[config.mk]
export PLATFORM = sky130hd
export DESIGN_NAME = jk_bank_arbiter
export DESIGN_NICKNAME = d
export VERILOG_FILES = /design/src/rtl/jk_bank_pkg.sv /design/src/rtl/jk_bit_cell.sv /design/src/rtl/jk_bank_arbiter.sv
export SDC_FILE = /design/constraint.sdc
export NUM_CORES = 1
export LEC_CHECK = 0
export BUFFER_PORTS_ARGS = -buffer_cell sky130_fd_sc_hd__buf_4
export CORE_MARGIN = 5
export CORE_UTILIZATION = 50
export CTS_BUF_LIST = sky130_fd_sc_hd__clkbuf_4 sky130_fd_sc_hd__clkbuf_8
export CTS_CLUSTER_SIZE = 28
export DETAILED_ROUTE_END_ITERATION = 12
export GPL_ROUTABILITY_DRIVEN = 0
export PLACE_DENSITY = 0.92
export SLEW_MARGIN = 20
export SYNTH_ARGS = -nofsm -noshare
export SYNTH_HDL_FRONTEND = slang
export SYNTH_SLANG_ARGS = --single-unit
[constraint.sdc]
create_clock -name clk -period 2 [get_ports clk]
set_input_delay 0 -clock clk [delete_from_list [all_inputs] [get_ports clk]]
set_output_delay 0 -clock clk [all_outputs]
set_load 0.005 [all_outputs]
[src/rtl/jk_bank_pkg.sv]
// Shared constants for the JK bank arbiter: command encodings and FSM states.
// Latency: n/a (declarations only).
// Backpressure: n/a.
package jk_bank_pkg;

    // JK command encodings ({J,K} applied to every masked bit)
    localparam logic [1:0] OP_HOLD = 2'b00;
    localparam logic [1:0] OP_CLR  = 2'b01;
    localparam logic [1:0] OP_SET  = 2'b10;
    localparam logic [1:0] OP_TGL  = 2'b11;

    // Arbiter FSM: IDLE picks a winner, EXEC drives the bank for one cycle
    typedef enum logic {
        ST_IDLE = 1'b0,
        ST_EXEC = 1'b1
    } state_t;

endpackage

[src/rtl/jk_bit_cell.sv]
// One JK flip-flop bit of the shared bank, with complementary outputs.
// Latency: q updates on the rising edge after j/k are presented.
// Backpressure: none; j=k=0 holds the bit.
module jk_bit_cell (
    input  logic clk,
    input  logic rst,
    input  logic j,
    input  logic k,
    output logic q,
    output logic q_bar
);

    // JK update rule: hold, clear, set, toggle; synchronous reset to 0
    always_ff @(posedge clk) begin
        if (rst) begin
            q <= 1'b0;
        end else begin
            case ({j, k})
                2'b00:   q <= q;
                2'b01:   q <= 1'b0;
                2'b10:   q <= 1'b1;
                default: q <= ~q;
            endcase
        end
    end

    assign q_bar = ~q;

endmodule

[src/rtl/jk_bank_arbiter.sv]
// Round-robin arbiter sharing one bank of JK flip-flops between NREQ requesters.
// Latency: req sampled at E0 -> gnt high E0..E1 -> Q updated at E1; one command per 2 cycles.
// Backpressure: requesters hold req until they see gnt; ARB_FIXED_PRIO_EN selects fixed lowest-index priority.
import jk_bank_pkg::*;

module jk_bank_arbiter #(
    parameter int NREQ  = 4,
    parameter int WIDTH = 8,
    parameter int IDW   = 2
) (
    input  logic                    clk,
    input  logic                    rst,
    input  logic [NREQ-1:0]         req,
    input  logic [2*NREQ-1:0]       op,
    input  logic [WIDTH*NREQ-1:0]   mask,
    output logic [NREQ-1:0]         gnt,
    output logic [IDW-1:0]          gnt_id,
    output logic                    busy,
    output logic [WIDTH-1:0]        Q,
    output logic [WIDTH-1:0]        Q_bar
);

    state_t             state;
    logic [1:0]         op_r;
    logic [WIDTH-1:0]   mask_r;
    logic [IDW-1:0]     search_base;
    logic [IDW-1:0]     win;
    logic [1:0]         win_op;
    logic [WIDTH-1:0]   win_mask;
    logic [IDW-1:0]     next_ptr;
    logic               exec;
    logic [WIDTH-1:0]   j_vec;
    logic [WIDTH-1:0]   k_vec;

    // First requester with req set, scanning upward from base with wrap-around.
    // With fixed priority the base is tied to 0, so the lowest index always wins.
    function automatic logic [IDW-1:0] rr_pick(input logic [NREQ-1:0] r,
                                               input logic [IDW-1:0]  base);
        logic [IDW-1:0] w;
        logic           found;
        int             idx;
        w     = '0;
        found = 1'b0;
        for (int n = 0; n < NREQ; n++) begin
            idx = (int'(base) + n) % NREQ;
            if (!found && r[idx]) begin
                w     = IDW'(idx);
                found = 1'b1;
            end
        end
        return w;
    endfunction

`ifdef ARB_FIXED_PRIO_EN
    // No rotation state: every search starts at requester 0
    assign search_base = '0;
`else
    logic [IDW-1:0] rr_ptr;

    // Rotate the search start past the requester just served
    always_ff @(posedge clk) begin
        if (rst) begin
            rr_ptr <= '0;
        end else if (state == ST_EXEC) begin
            rr_ptr <= next_ptr;
        end
    end

    assign search_base = rr_ptr;
`endif

    // The requester after the one served, wrapping NREQ-1 back to 0
    assign next_ptr = (gnt_id == IDW'(NREQ - 1)) ? '0 : gnt_id + IDW'(1);

    assign win = rr_pick(req, search_base);

    // Extract the winner's command and mask from the packed request buses
    always_comb begin
        win_op   = OP_HOLD;
        win_mask = '0;
        for (int i = 0; i < NREQ; i++) begin
            if (win == IDW'(i)) begin
                win_op   = op[2*i +: 2];
                win_mask = mask[WIDTH*i +: WIDTH];
            end
        end
    end

    // Two-state grant FSM: latch the winner's command, then execute it for one cycle
    always_ff @(posedge clk) begin
        if (rst) begin
            state  <= ST_IDLE;
            op_r   <= OP_HOLD;
            mask_r <= '0;
            gnt    <= '0;
            gnt_id <= '0;
            busy   <= 1'b0;
        end else begin
            case (state)
                ST_IDLE: begin
                    if (|req) begin
                        op_r   <= win_op;
                        mask_r <= win_mask;
                        gnt    <= NREQ'(1) << win;
                        gnt_id <= win;
                        busy   <= 1'b1;
                        state  <= ST_EXEC;
                    end
                end
                ST_EXEC: begin
                    gnt   <= '0;
                    busy  <= 1'b0;
                    state <= ST_IDLE;
                end
                default: begin
                    gnt   <= '0;
                    busy  <= 1'b0;
                    state <= ST_IDLE;
                end
            endcase
        end
    end

    // Bank inputs are non-zero only during EXEC and only on masked bits
    assign exec  = (state == ST_EXEC);
    assign j_vec = mask_r & {WIDTH{exec & op_r[1]}};
    assign k_vec = mask_r & {WIDTH{exec & op_r[0]}};

    // The shared JK bank itself
    genvar b;
    generate
        for (b = 0; b < WIDTH; b++) begin : g_bank
            jk_bit_cell u_cell (
                .clk   (clk),
                .rst   (rst),
                .j     (j_vec[b]),
                .k     (k_vec[b]),
                .q     (Q[b]),
                .q_bar (Q_bar[b])
            );
        end
    endgenerate

endmodule
-- After elaboration in Yosys (flattened, before gate mapping)
Cells that the tools add are included.
- add/sub/neg operators: 4
- magnitude comparators: 4
- eq/ne operators: 21
- shift operators: 1
- mux-type cells: 41
- bitwise gates (word level): 16
- reductions and logical operators: 20
- operators by type and width (cell ; count):
    2-to-1 mux 8 bit ; 4
    one-hot mux 1 bit (3 select lines) ; 8
    equality test 2 bit, second input constant ; 11
    equality test 2 x 1 -> 1 bit, second input constant ; 9
    zero test 2 bit ; 9
    2-to-1 mux 2 bit ; 9
    bitwise AND 8 bit ; 2
    < comparator 3 x 4 -> 1 bit, second input constant ; 3
    2-to-1 mux 1 bit ; 12
    NOT 1 bit ; 9
    binary-select mux 1 bit (select 2 bit) ; 4
    one-hot mux 4 bit (2 select lines) ; 1
    OR reduction 2 bit ; 3
    adder 2 x 1 -> 2 bit, second input constant ; 2
    adder 2 bit, second input constant ; 2
    2-to-1 mux 4 bit ; 1
    one-hot mux 1 bit (2 select lines) ; 2
    OR reduction 4 bit ; 1
    << shifter 1 x 2 -> 4 bit, first input constant ; 1
    bitwise AND 1 bit, first input constant ; 3
    logical AND 1 bit ; 3
    zero test 1 bit ; 3
    < comparator 2 x 3 -> 1 bit, second input constant ; 1
    bitwise AND 1 bit ; 2
    2 further kinds ; 2
- register bits after elaboration: 28
- bits of input ports: 46
- output and inout port bits: 23
- logic and storage cells: 122

-- Longest topological paths before layout
Gate-level depths: netlist (run 1).
- depth in word-level cells: 19
- depth in mapped cells: 8
- mapped depth without buffers: 6

-- Modules after synthesis
A second synthesis (run 1) with hierarchy kept.
- cell total of the unflattened synthesis: 230
- area total of the unflattened synthesis: 1848.0 um^2
- modules (own cells, without submodules) (module ; times used ; cells each ; area each (um^2) ; seq. area each (um^2)):
    jk_bank_arbiter ; 1 ; 150 ; 1207.4 ; 400.4
    jk_bit_cell ; 8 ; 10 ; 80.1 ; 20.0

-- Least setup slack after synthesis (run 1)
No wires, ideal clock.
- kind: register -> register
- start point: register rr_ptr[1]
- end point: register mask_r[3]
- setup time: 103 ps
- arrival time: 1535 ps
- data required time: 1897 ps
- path slack: 361 ps
- cell stages (with the launch flop): 9
- buffers on the path: 2
- period minus slack after synthesis: 1639 ps
- cell sequence: dfxtp_1 a21o_1 a21oi_2 o22a_1 buf_6 nand2b_1 buf_6 o22ai_1 a2111oi_2
- word-level cells in the longest chain between the ends: 17
- elaborated cells between the ends (all ways): 35
- those cells by class: 3 x add/sub; 3 x eq/ne; 22 x mux; 7 x reduce/logical
- ends and longest elaborated chain (item ; line ; text):
    start, declared ; jk_bank_arbiter.sv:58 ; logic [IDW-1:0] rr_ptr;
    start signal, assigned ; jk_bank_arbiter.sv:65 ; rr_ptr <= next_ptr;
    adder 2 x 1 -> 2 bit or binary-select mux 1 bit (select 2 bit) (tied branches) ; jk_bank_arbiter.sv:45, jk_bank_arbiter.sv:46 ;
    binary-select mux 1 bit (select 2 bit) or 2-to-1 mux 1 bit (tied branches) ; jk_bank_arbiter.sv:46 ; if (!found && r[idx]) begin
    2-to-1 mux 1 bit (not written as such) ; jk_bank_arbiter.sv:46 ;
    2-to-1 mux 1 bit (not written as such) or zero test 1 bit (tied branches) ; jk_bank_arbiter.sv:46 ;
    logical AND 1 bit ; jk_bank_arbiter.sv:46 ;
    2-to-1 mux 1 bit ; jk_bank_arbiter.sv:46 ;
    zero test 1 bit ; jk_bank_arbiter.sv:46 ;
    logical AND 1 bit ; jk_bank_arbiter.sv:46 ;
    2-to-1 mux 1 bit ; jk_bank_arbiter.sv:46 ;
    zero test 1 bit ; jk_bank_arbiter.sv:46 ;
    logical AND 1 bit ; jk_bank_arbiter.sv:46 ;
    2-to-1 mux 2 bit * ; jk_bank_arbiter.sv:46 ;
    zero test 2 bit ; jk_bank_arbiter.sv:82 ; if (win == IDW'(i)) begin
    2-to-1 mux 8 bit (3 in a row) ; jk_bank_arbiter.sv:82 ;
    2-to-1 mux 8 bit * ; jk_bank_arbiter.sv:82 ;
    end signal, assigned ; jk_bank_arbiter.sv:103 ; mask_r <= win_mask;
    end, declared ; jk_bank_arbiter.sv:25 ; logic [WIDTH-1:0] mask_r;
Every way passes the cells marked *; elsewhere a longest branch is shown, timed or not. The select of a mux whose other input is x is not followed.
A chain may end at the register's enable or synchronous reset.

-- Worst setup path after layout (run 1)
- start point: register rr_ptr[0]
- end point: register op_r[0]
- word-level cells in the longest chain between the ends: 17
- elaborated cells between the ends (all ways): 35
- those cells by class: 3 x add/sub; 3 x eq/ne; 22 x mux; 7 x reduce/logical
- ends and longest elaborated chain (item ; line ; text):
    adder 2 x 1 -> 2 bit or binary-select mux 1 bit (select 2 bit) (tied branches) ; jk_bank_arbiter.sv:45, jk_bank_arbiter.sv:46 ;
    binary-select mux 1 bit (select 2 bit) or 2-to-1 mux 1 bit (tied branches) ; jk_bank_arbiter.sv:46 ;
    2-to-1 mux 1 bit (not written as such) ; jk_bank_arbiter.sv:46 ;
    2-to-1 mux 1 bit (not written as such) or zero test 1 bit (tied branches) ; jk_bank_arbiter.sv:46 ;
    logical AND 1 bit ; jk_bank_arbiter.sv:46 ;
    2-to-1 mux 1 bit ; jk_bank_arbiter.sv:46 ;
    zero test 1 bit ; jk_bank_arbiter.sv:46 ;
    logical AND 1 bit ; jk_bank_arbiter.sv:46 ;
    2-to-1 mux 1 bit ; jk_bank_arbiter.sv:46 ;
    zero test 1 bit ; jk_bank_arbiter.sv:46 ;
    logical AND 1 bit ; jk_bank_arbiter.sv:46 ;
    2-to-1 mux 2 bit * ; jk_bank_arbiter.sv:46 ;
    zero test 2 bit ; jk_bank_arbiter.sv:82 ;
    2-to-1 mux 2 bit (3 in a row) ; jk_bank_arbiter.sv:82 ;
    2-to-1 mux 2 bit * ; jk_bank_arbiter.sv:82 ;
    end signal, assigned ; jk_bank_arbiter.sv:102 ; op_r <= win_op;
    end, declared ; jk_bank_arbiter.sv:24 ; logic [1:0] op_r;
Marks and branches as above.

==> results of run 1 <==
per-layer routing:
layer,GRT usage [%],vias up,part of all wire [%]
li1,-,889,-
met1,21.3,795,42
met2,31.5,49,49
met3,3.60,9,7.1
met4,5.64,0,1.6
met5,0,-,0
registers in the layout, summed over array words and instances (netlist names):
| signal | cells |
|---|---|
| g_bank.u_cell.q | 8 |
| busy | 1 |
| gnt_id | 2 |
| rr_ptr | 2 |
| op_r | 2 |
| gnt | 4 |
| mask_r | 8 |
| exec | 1 |
how the worst min path moves through the flow:
stage / start / to / slack [ps] / cells past startpoint
after global routing: mask[1] / mask_r[1] / 40 / 3
final: mask[10] / mask_r[2] / 20 / 3
after CTS: mask[10] / mask_r[2] / 20 / 3
after floorplan: rst / mask_r[3] / 70 / 1
after detailed placement: mask[10] / mask_r[2] / 310 / 3
after global placement: mask[10] / mask_r[2] / 300 / 3
layout make-up:
type                       count  area (sq um)
clock buffer                   3          41.3
inverter                      27           101
fill                         332          1260
tap                           48          60.1
sequential                    28           561
clock inverter                 1          30.0
multi-input combinational    155          1090
timing repair buffer          72           541
timing repair:
item / 4_1_cts / 5_1_grt
cloned: 0 / 0
resized for setup: 1 / 1
hold buffers: 0 / 0
setup endpoints to repair: 7 / 7
pin swaps: 0 / 1
endpoints found under the hold margin: 0 / 0
critical path, stage by stage, from the launching register on:
cell       delay [ps]
dfxtp_1           410
nand2b_1          150
a21oi_1           100
a211oi_4          390
buf_4             240
o22ai_1            80
a2111oi_2         370
where the power goes:
group	switching (mW)	total, mW	internal, mW
Clock	0.178	0.446	0.268
Combinational	0.188	0.400	0.213
Sequential	0.0393	0.648	0.608
cell families (layout without fill, tap and decap cells):
family / count (synthesis) / after routing / synth area share (%)
adders and majority gates: 17 / 17 / 11.0
DFF: 28 / 28 / 29.0
buffers and inverters: 54 / 103 / 14.7
AOI/OAI and AO/OA: 46 / 46 / 18.6
muxes: 15 / 15 / 8.23
and+or+nand+nor: 77 / 77 / 18.4
synth_stat cells:
cell type / n / area share, %
nor2_1: 22 / 4.3
nand2b_1: 5 / 1.6
nor3_1: 9 / 2.3
o221ai_1: 3 / 1.4
a21oi_2: 1 / 0.45
buf_4: 17 / 6.6
buf_6: 2 / 1.2
mux2_2: 7 / 4.1
or2_2: 2 / 0.65
inv_1: 27 / 5.2
nor2b_1: 1 / 0.32
clkbuf_1: 6 / 1.2
nor4_4: 1 / 1.1
a21oi_1: 15 / 3.9
a22oi_1: 1 / 0.39
a2111oi_2: 7 / 5.4
a211oi_4: 1 / 1.0
buf_2: 2 / 0.52
mux2i_1: 8 / 4.1
nand2_1: 31 / 6.0
o22ai_1: 8 / 2.6
a21o_1: 1 / 0.39
o22a_1: 1 / 0.45
ha_1: 17 / 11
nand3b_1: 3 / 1.2
dfxtp_1: 28 / 29
a31oi_1: 8 / 2.6
nand3_1: 1 / 0.26
and2_1: 2 / 0.65
through the flow:
stage / setup slack [ps] / instances / area (sq um)
6_report: 144 / 334 / 2420
5_1_grt: 1.92 / 334 / 2420
4_1_cts: 67.2 / 334 / 2420
3_5_place_dp: -48.3 / 330 / 2350
3_3_place_gp: 107 / 330 / 2350
2_1_floorplan: 361 / 237 / 1930
==> impl_metrics.py, run 1 <==
metrics = {
    "sta": {
        "rsz0062_at_grt": "false",
        "fin_crit_sh_pct": 92.8,
        "fmax_mhz": 539,
        "slew_viol_final": 0,
        "hold_slack_ps": 20.8,
        "maxSlewHeadroom_pct": 67.1,
        "skew_ps": 2.95,
        "finalHoldViolCount": 0,
        "setup_viol": 0,
        "fin_setup_tns_ps": 0,
        "tightest_slew_ps": 491,
        "period_needed_ps": 1860,
    },
    "status": {
        "status": "completed",
    },
    "routing": {
        "ant_nets": 0,
        "wl_per_cell_um": 13.3,
        "drc": 0,
        "vias": 1742,
        "wl_um": 4440,
        "viasPerCell": 5.22,
        "drt_iter0_drc": 56,
        "dr.pass1.iters": 4,
    },
    "floorplan": {
        "rows": 22,
        "die_area_sq_um": 5200,
        "die_y_um": 72.1,
        "initial_core_util_pct": 52.3,
        "io_pins": 69,
        "die_w_um": 72.1,
        "fp.coreArea_sq_um": 3690,
    },
    "grt": {
        "grt_pass1_vias": 1768,
        "track_usage_pct": 17.8,
        "antenna_found_initial": 0,
        "grt_overflow": 0,
        "grt_max_degree": 25,
        "grt_pass1_wl_um": 7530,
    },
    "critical_path": {
        "crit_fanout": 9,
        "r2r_start": "rr_ptr[0]",
        "crit_start": "rr_ptr[0]",
        "worstPathArrival_ps": 2030,
        "r2r_end": "op_r[0]",
        "endpoint": "op_r[0]",
        "critical_path_class": "reg2reg",
        "crit_path_start_kind": "flip-flop",
        "cp.required_ps": 2170,
        "end_kind": "flip-flop",
        "reg2reg_depth": 6,
        "r2r_slack_ps": 140,
    },
    "clock_network": {
        "cts_tree": "yes",
        "cts_sinks": 28,
        "cts_root_buf": "clkbuf_8",
        "clk_pin_slew_ps": 100,
        "htree_levels": 1,
        "cts-buffers-inserted": 3,
        "clockBufferDepth": 2,
        "clk_latency_ps": 270,
        "postCtsSetupRepairBufs": 0,
    },
    "logic_synthesis": {
        "ys_seq_elements": 28,
        "yosysSeqAreaShare_pct": 29.0,
        "synthesis.area_sq_um": 1930,
        "synth_warnings": 0,
        "synth_cells": 237,
        "synth_cell_type_count": 29,
        "synth_nets": 300,
        "avgSynthCellArea_sq_um": 8.15,
    },
    "place": {
        "dp_hpwl_um": 3610,
        "numPortBuffers": 68,
    },
    "power_and_ir_drop": {
        "power_density_nw_per_um2": 616,
        "leakage_nw": 1.15,
        "p_total_mw": 1.49,
        "irDropWorstVdd_v": 0.000355,
    },
    "layout": {
        "diodes": 0,
        "area_growth_pct": 25.5,
        "final_common_cell": "buf_4",
        "final_cell_mix": "72 x buf_4, 31 x nand2_1, 28 x dfxtp_1",
        "fin_nets": 350,
        "drive_gt1_share_pct": 33.9,
        "fin_util_pct": 65.7,
    },
    "flow_run": {
        "max_cap_viol_count": 0,
    },
    "hold_path": {
        "worst_hold_path_type": "in2reg",
    },
}
(Power assumes the default switching activity.)
==> run 2, diff against run 1 <==
Settings changed: PLACE_DENSITY 0.92 to 0.84.
==> impl_metrics.py, run 2 (same netlist as run 1, synthesis figures left out) <==
metrics = {
    "clock_network": {
        "clk_pin_slew_ps": 100,
        "postCtsSetupRepairBufs": 0,
        "clk_latency_ps": 280,
        "cts_root_buf": "clkbuf_8",
        "htree_levels": 1,
        "cts-buffers-inserted": 3,
        "cts_tree": "yes",
        "cts_sinks": 28,
        "clockBufferDepth": 2,
    },
    "critical_path": {
        "critical-path-max-stage-delay_ps": 380,
        "worstPathArrival_ps": 2060,
        "critical_path_class": "reg2reg",
        "cp.required_ps": 2170,
        "crit_slowest_cell": "a2111oi_2",
        "path_cells": "nand2b_1 > nor2b_1 > o22a_1 > buf_4 > mux2_2 > o22ai_1 > a2111oi_2",
        "end_kind": "flip-flop",
        "crit_path_start_kind": "flip-flop",
        "crit_fanout": 6,
    },
    "floorplan": {
        "fp.coreArea_sq_um": 3690,
        "die_w_um": 72.1,
        "die_area_sq_um": 5200,
        "initial_core_util_pct": 52.3,
        "die_y_um": 72.1,
        "io_pins": 69,
        "rows": 22,
    },
    "place": {
        "dp_hpwl_um": 3760,
        "place_area_sq_um": 2390,
        "numPortBuffers": 68,
    },
    "layout": {
        "top_regs": "g_bank.u_cell.q (8), mask_r (8), gnt (4)",
        "final_cell_mix": "77 x buf_4, 31 x nand2_1, 28 x dfxtp_1",
        "multi_input_area_sq_um": 1090,
        "area_growth_pct": 27.4,
        "diodes": 0,
        "fin_nets": 355,
        "fin_area_sq_um": 2460,
        "drive_gt1_share_pct": 34.7,
        "regArea_sq_um": 561,
        "fillCellCount": 327,
        "final_common_cell": "buf_4",
    },
    "sta": {
        "skew_ps": 5.95,
        "rsz0062_at_grt": "false",
        "tightest_slew_ps": 323,
        "fmax_mhz": 529,
        "fin_crit_sh_pct": 94.5,
        "slew_viol_final": 0,
        "maxSlewHeadroom_pct": 78.5,
        "setup_viol": 0,
        "period_needed_ps": 1890,
        "fin_setup_tns_ps": 0,
        "finalHoldViolCount": 0,
    },
    "power_and_ir_drop": {
        "power_density_nw_per_um2": 620,
        "irDropWorstVdd_v": 0.000683,
        "leakage_nw": 1.17,
    },
    "grt": {
        "grt_pass1_vias": 1768,
        "grt_overflow": 0,
        "grt_max_degree": 25,
        "grt_pass1_wl_um": 7750,
        "antenna_found_initial": 0,
        "track_usage_pct": 18.6,
    },
    "routing": {
        "ant_nets": 0,
        "wl_per_cell_um": 13.8,
        "drc": 0,
        "viasPerCell": 5.17,
        "dr.pass1.iters": 4,
        "drt_iter0_drc": 74,
        "vias": 1751,
        "wl_um": 4680,
    },
    "hold_path": {
        "worst_hold_path_type": "in2reg",
    },
    "flow_run": {
        "max_cap_viol_count": 0,
    },
    "status": {
        "status": "completed",
    },
}
==> run 2: layout make-up <==
type / count / area share, %
well taps: 48 / 2.44
multi-input cells: 155 / 44.3
clock buffers: 3 / 1.68
repair buffers: 77 / 23.5
flip-flops and latches: 28 / 22.8
inverters: 27 / 4.12
clock inverters: 1 / 1.22
==> run 2: critical path: cells and delay by family (launching register included) <==
family          cells  cell delay (ps)
flops               1              350
simple gates        2              290
mux                 1              210
compound gates      3              740
buf+inv             1              190
==> run 2: what timing repair did <==
item | in CTS | in global routing
setup endpoints to repair | 0 | 7
gates resized for setup | 0 | 1
hold buffers | 0 | 0
==> run 2: through the flow <==
stage	hold WS, ps	total power [mW]	setup slack [ps]	std cells	util, %
after floorplan	68.9	0.925	361	237	-
after global placement	299	1.06	233	335	64.7
after detailed placement	324	1.08	107	335	64.7
after CTS	22.2	1.53	82.6	339	66.6
after global routing	22.7	1.61	4.00	339	66.7
final	33.7	1.53	109	339	66.7
==> run 2: power by group <==
group	leakage, nW	internal (mW)	switching [mW]
logic	0.908	0.224	0.195
clock network	0.0357	0.268	0.189
registers	0.230	0.608	0.0403
==> run 2: metal layers <==
metal / up-vias / GRT usage, % / part of all wire (%)
met4: 0 / 2.71 / 0.58
li1: 896 / - / -
met3: 4 / 4.43 / 7.2
met5: - / 0 / 0
met1: 796 / 22.0 / 42
met2: 55 / 34.4 / 50
==> run 2: worst paths after layout <==
kind | from | to | slack [ps] | depth (start not counted)
worst max register to register | rr_ptr[0] | mask_r[5] | 110 | 7
worst min register to register | busy | busy | 460 | 2
worst max-delay path | rr_ptr[0] | mask_r[5] | 110 | 7
worst min-delay path | mask[10] | mask_r[2] | 30 | 3
==> run 3, diff against run 2 <==
Settings changed: PLACE_DENSITY 0.84 to 0.85, SYNTH_HIERARCHICAL set to 1.
==> impl_metrics.py, run 3 <==
metrics = {
    "critical_path": {
        "crit_family": "flip-flops",
        "crit_fanout": 22,
        "r2r_slack_ps": 130,
        "critical_path_class": "reg2reg",
        "end_kind": "flip-flop",
        "crit_slowest_cell": "dfxtp_1",
        "worstPathArrival_ps": 2080,
        "reg2reg_depth": 5,
        "path_buf_inv": 1,
        "crit_path_start_kind": "flip-flop",
        "r2r_end": "g_bank[5].u_cell/q",
        "r2r_start": "exec",
        "path_cells": "and3_1 > inv_1 > ha_1 > or3_1 > a31oi_1",
        "cp.required_ps": 2210,
        "critical-path-max-stage-delay_ps": 690,
    },
    "floorplan": {
        "rows": 22,
        "initial_core_util_pct": 50.9,
        "fp.coreArea_sq_um": 3630,
        "die_w_um": 70.8,
        "die_area_sq_um": 5010,
        "die_y_um": 70.8,
        "io_pins": 69,
    },
    "logic_synthesis": {
        "synth_warnings": 6,
        "yosysSeqAreaShare_pct": 30.3,
        "synth-main-ff-cell": "dfxtp_1",
        "synthArstFlopShare_pct": 0,
        "synth.most_common_cell": "dfxtp_1",
        "synth-adder-area-share_pct": 11.5,
        "synth_compound_gate_area_share_pct": 18.1,
        "avgSynthCellArea_sq_um": 8.03,
        "muxShareOfSynthArea_pct": 6.50,
        "synth_cell_type_count": 30,
        "yosysTopAreaCell": "dfxtp_1",
        "synthesis.area_sq_um": 1850,
        "synthSimpleGateAreaFrac_pct": 25.9,
        "synth_top_family_by_area": "simple AND/OR/NAND/NOR gates",
        "yosys.area.top_type_share_pct": 30.3,
        "synth_area_leaders": "dfxtp_1 30%, ha_1 12%, and3_1 8.8%",
        "synth_nets": 293,
        "synth_edf_count": 0,
        "ys_seq_elements": 28,
        "yosys-top-cells-count": "28 x dfxtp_1, 26 x and3_1, 26 x inv_1",
        "synth_cells": 230,
        "synth_xor_area_share_pct": 0,
    },
    "routing": {
        "vias": 1768,
        "wl_per_cell_um": 12.4,
        "dr.pass1.iters": 4,
        "drc": 0,
        "viasPerCell": 5.11,
        "ant_nets": 0,
        "wl_um": 4290,
        "drt_iter0_drc": 48,
    },
    "grt": {
        "grt_overflow": 0,
        "antenna_found_initial": 0,
        "track_usage_pct": 17.1,
        "grt_max_degree": 23,
        "grt_pass1_wl_um": 7250,
        "grt_pass1_vias": 1723,
    },
    "clock_network": {
        "htree_levels": 1,
        "clk_pin_slew_ps": 100,
        "post_cts_resized": 0,
        "clockBufferDepth": 2,
        "cts_tree": "yes",
        "cts_root_buf": "clkbuf_8",
        "cts_sinks": 28,
        "clk_latency_ps": 270,
        "cts-buffers-inserted": 3,
    },
    "sta": {
        "skew_ps": 3.05,
        "maxSlewHeadroom_pct": 55.2,
        "fmax_mhz": 534,
        "fin_crit_sh_pct": 93.6,
        "rsz0062_at_grt": "false",
        "period_needed_ps": 1870,
        "slew_viol_final": 0,
        "setup_viol": 0,
        "fin_setup_tns_ps": 0,
        "finalHoldViolCount": 0,
        "tightest_slew_ps": 673,
    },
    "hold_path": {
        "worst_hold_path_type": "in2reg",
        "min_to": "mask_r[7]",
        "hold_path.startpoint": "mask[7]",
        "whs_path_depth": 3,
    },
    "place": {
        "numPortBuffers": 68,
        "dp_hpwl_um": 3330,
    },
    "layout": {
        "area_growth_pct": 34.1,
        "drive_gt1_share_pct": 27.2,
        "final_common_cell": "buf_4",
        "final_cell_mix": "73 x buf_4, 28 x dfxtp_1, 26 x and3_1, 26 x inv_1, 23 x nand2_1",
        "diodes": 0,
        "top_regs": "g_bank.u_cell/q (8), mask_r (8), gnt (4)",
        "fin_nets": 362,
    },
    "power_and_ir_drop": {
        "p_total_mw": 1.34,
        "irDropWorstVdd_v": 0.000276,
        "power_density_nw_per_um2": 539,
        "leakage_nw": 1.11,
    },
    "status": {
        "status": "completed",
    },
    "flow_run": {
        "max_cap_viol_count": 0,
    },
}
[run 3: changes by cell type in the layout (fill, tap and decap cells not counted), sizes merged, moves of 7 or more]
cell	previous run	this run
nand2	31	23
o22ai	8	0
a2111oi	7	0
mux2	7	0
o211ai	0	10
o21ai	0	12
or3	0	9
and3	0	26
nor3	9	1
a21oi	16	5
nor2	22	10
a21boi	0	10
[run 3: per-stage QoR]
stage	area, sq um	utilization [%]	setup slack, ps	cells	hold slack, ps
floorplan	1850	-	369	230	69.1
global placement	2410	66.4	226	341	294
detailed placement	2410	66.4	173	341	300
CTS	2480	68.2	133	346	23.2
global route	2480	68.2	25.0	346	36.7
finish	2480	68.2	128	346	20.8
[run 3: metal layers]
metal  global-route usage (%)  wire [um]
met5                        0          0
met3                     2.70        272
met1                     19.9       1880
met4                     3.76         37
met2                     32.4       2090
[run 3: power by group]
group	internal (mW)	switching (mW)	total [mW]
Clock	0.176	0.178	0.354
Combinational	0.183	0.140	0.323
Sequential	0.607	0.0508	0.658
[run 3: tightest hold or removal path: stages]
cell and delay [ps]:
buf_4 80, mux2i_1 50, o211ai_1 140
[run 3: worst max path at each step]
stage          start            endpoint  slack [ps]  cells after the start
2_1_floorplan   exec  g_bank[3].u_cell/q         370                      6
3_3_place_gp    exec  g_bank[0].u_cell/q         230                      5
3_5_place_dp    exec  g_bank[0].u_cell/q         170                      5
4_1_cts         exec  g_bank[5].u_cell/q         130                      5
5_1_grt         exec  g_bank[0].u_cell/q          20                      5
6_report        exec  g_bank[5].u_cell/q         130                      5
[run 3: timing repair]
action / 4_1_cts / 5_1_grt
buffers inserted: 0 / 0
hold buffers: 1 / 0
endpoints found under the hold margin: 1 / 0
[run 3: layout make-up]
type	instances	area (sq um)
Tap cell	48	60.1
Multi-Input combinational cell	166	1150
Fill cell	323	1160
Sequential cell	28	561
Clock buffer	4	55.1
Timing Repair Buffer	74	558
Inverter	26	97.6
[run 3: cell families after synthesis]
kind of cell | count (synthesis)
compound gates | 51
mux | 12
fa+ha+maj | 17
flops | 28
buf+inv | 36
simple gates | 86
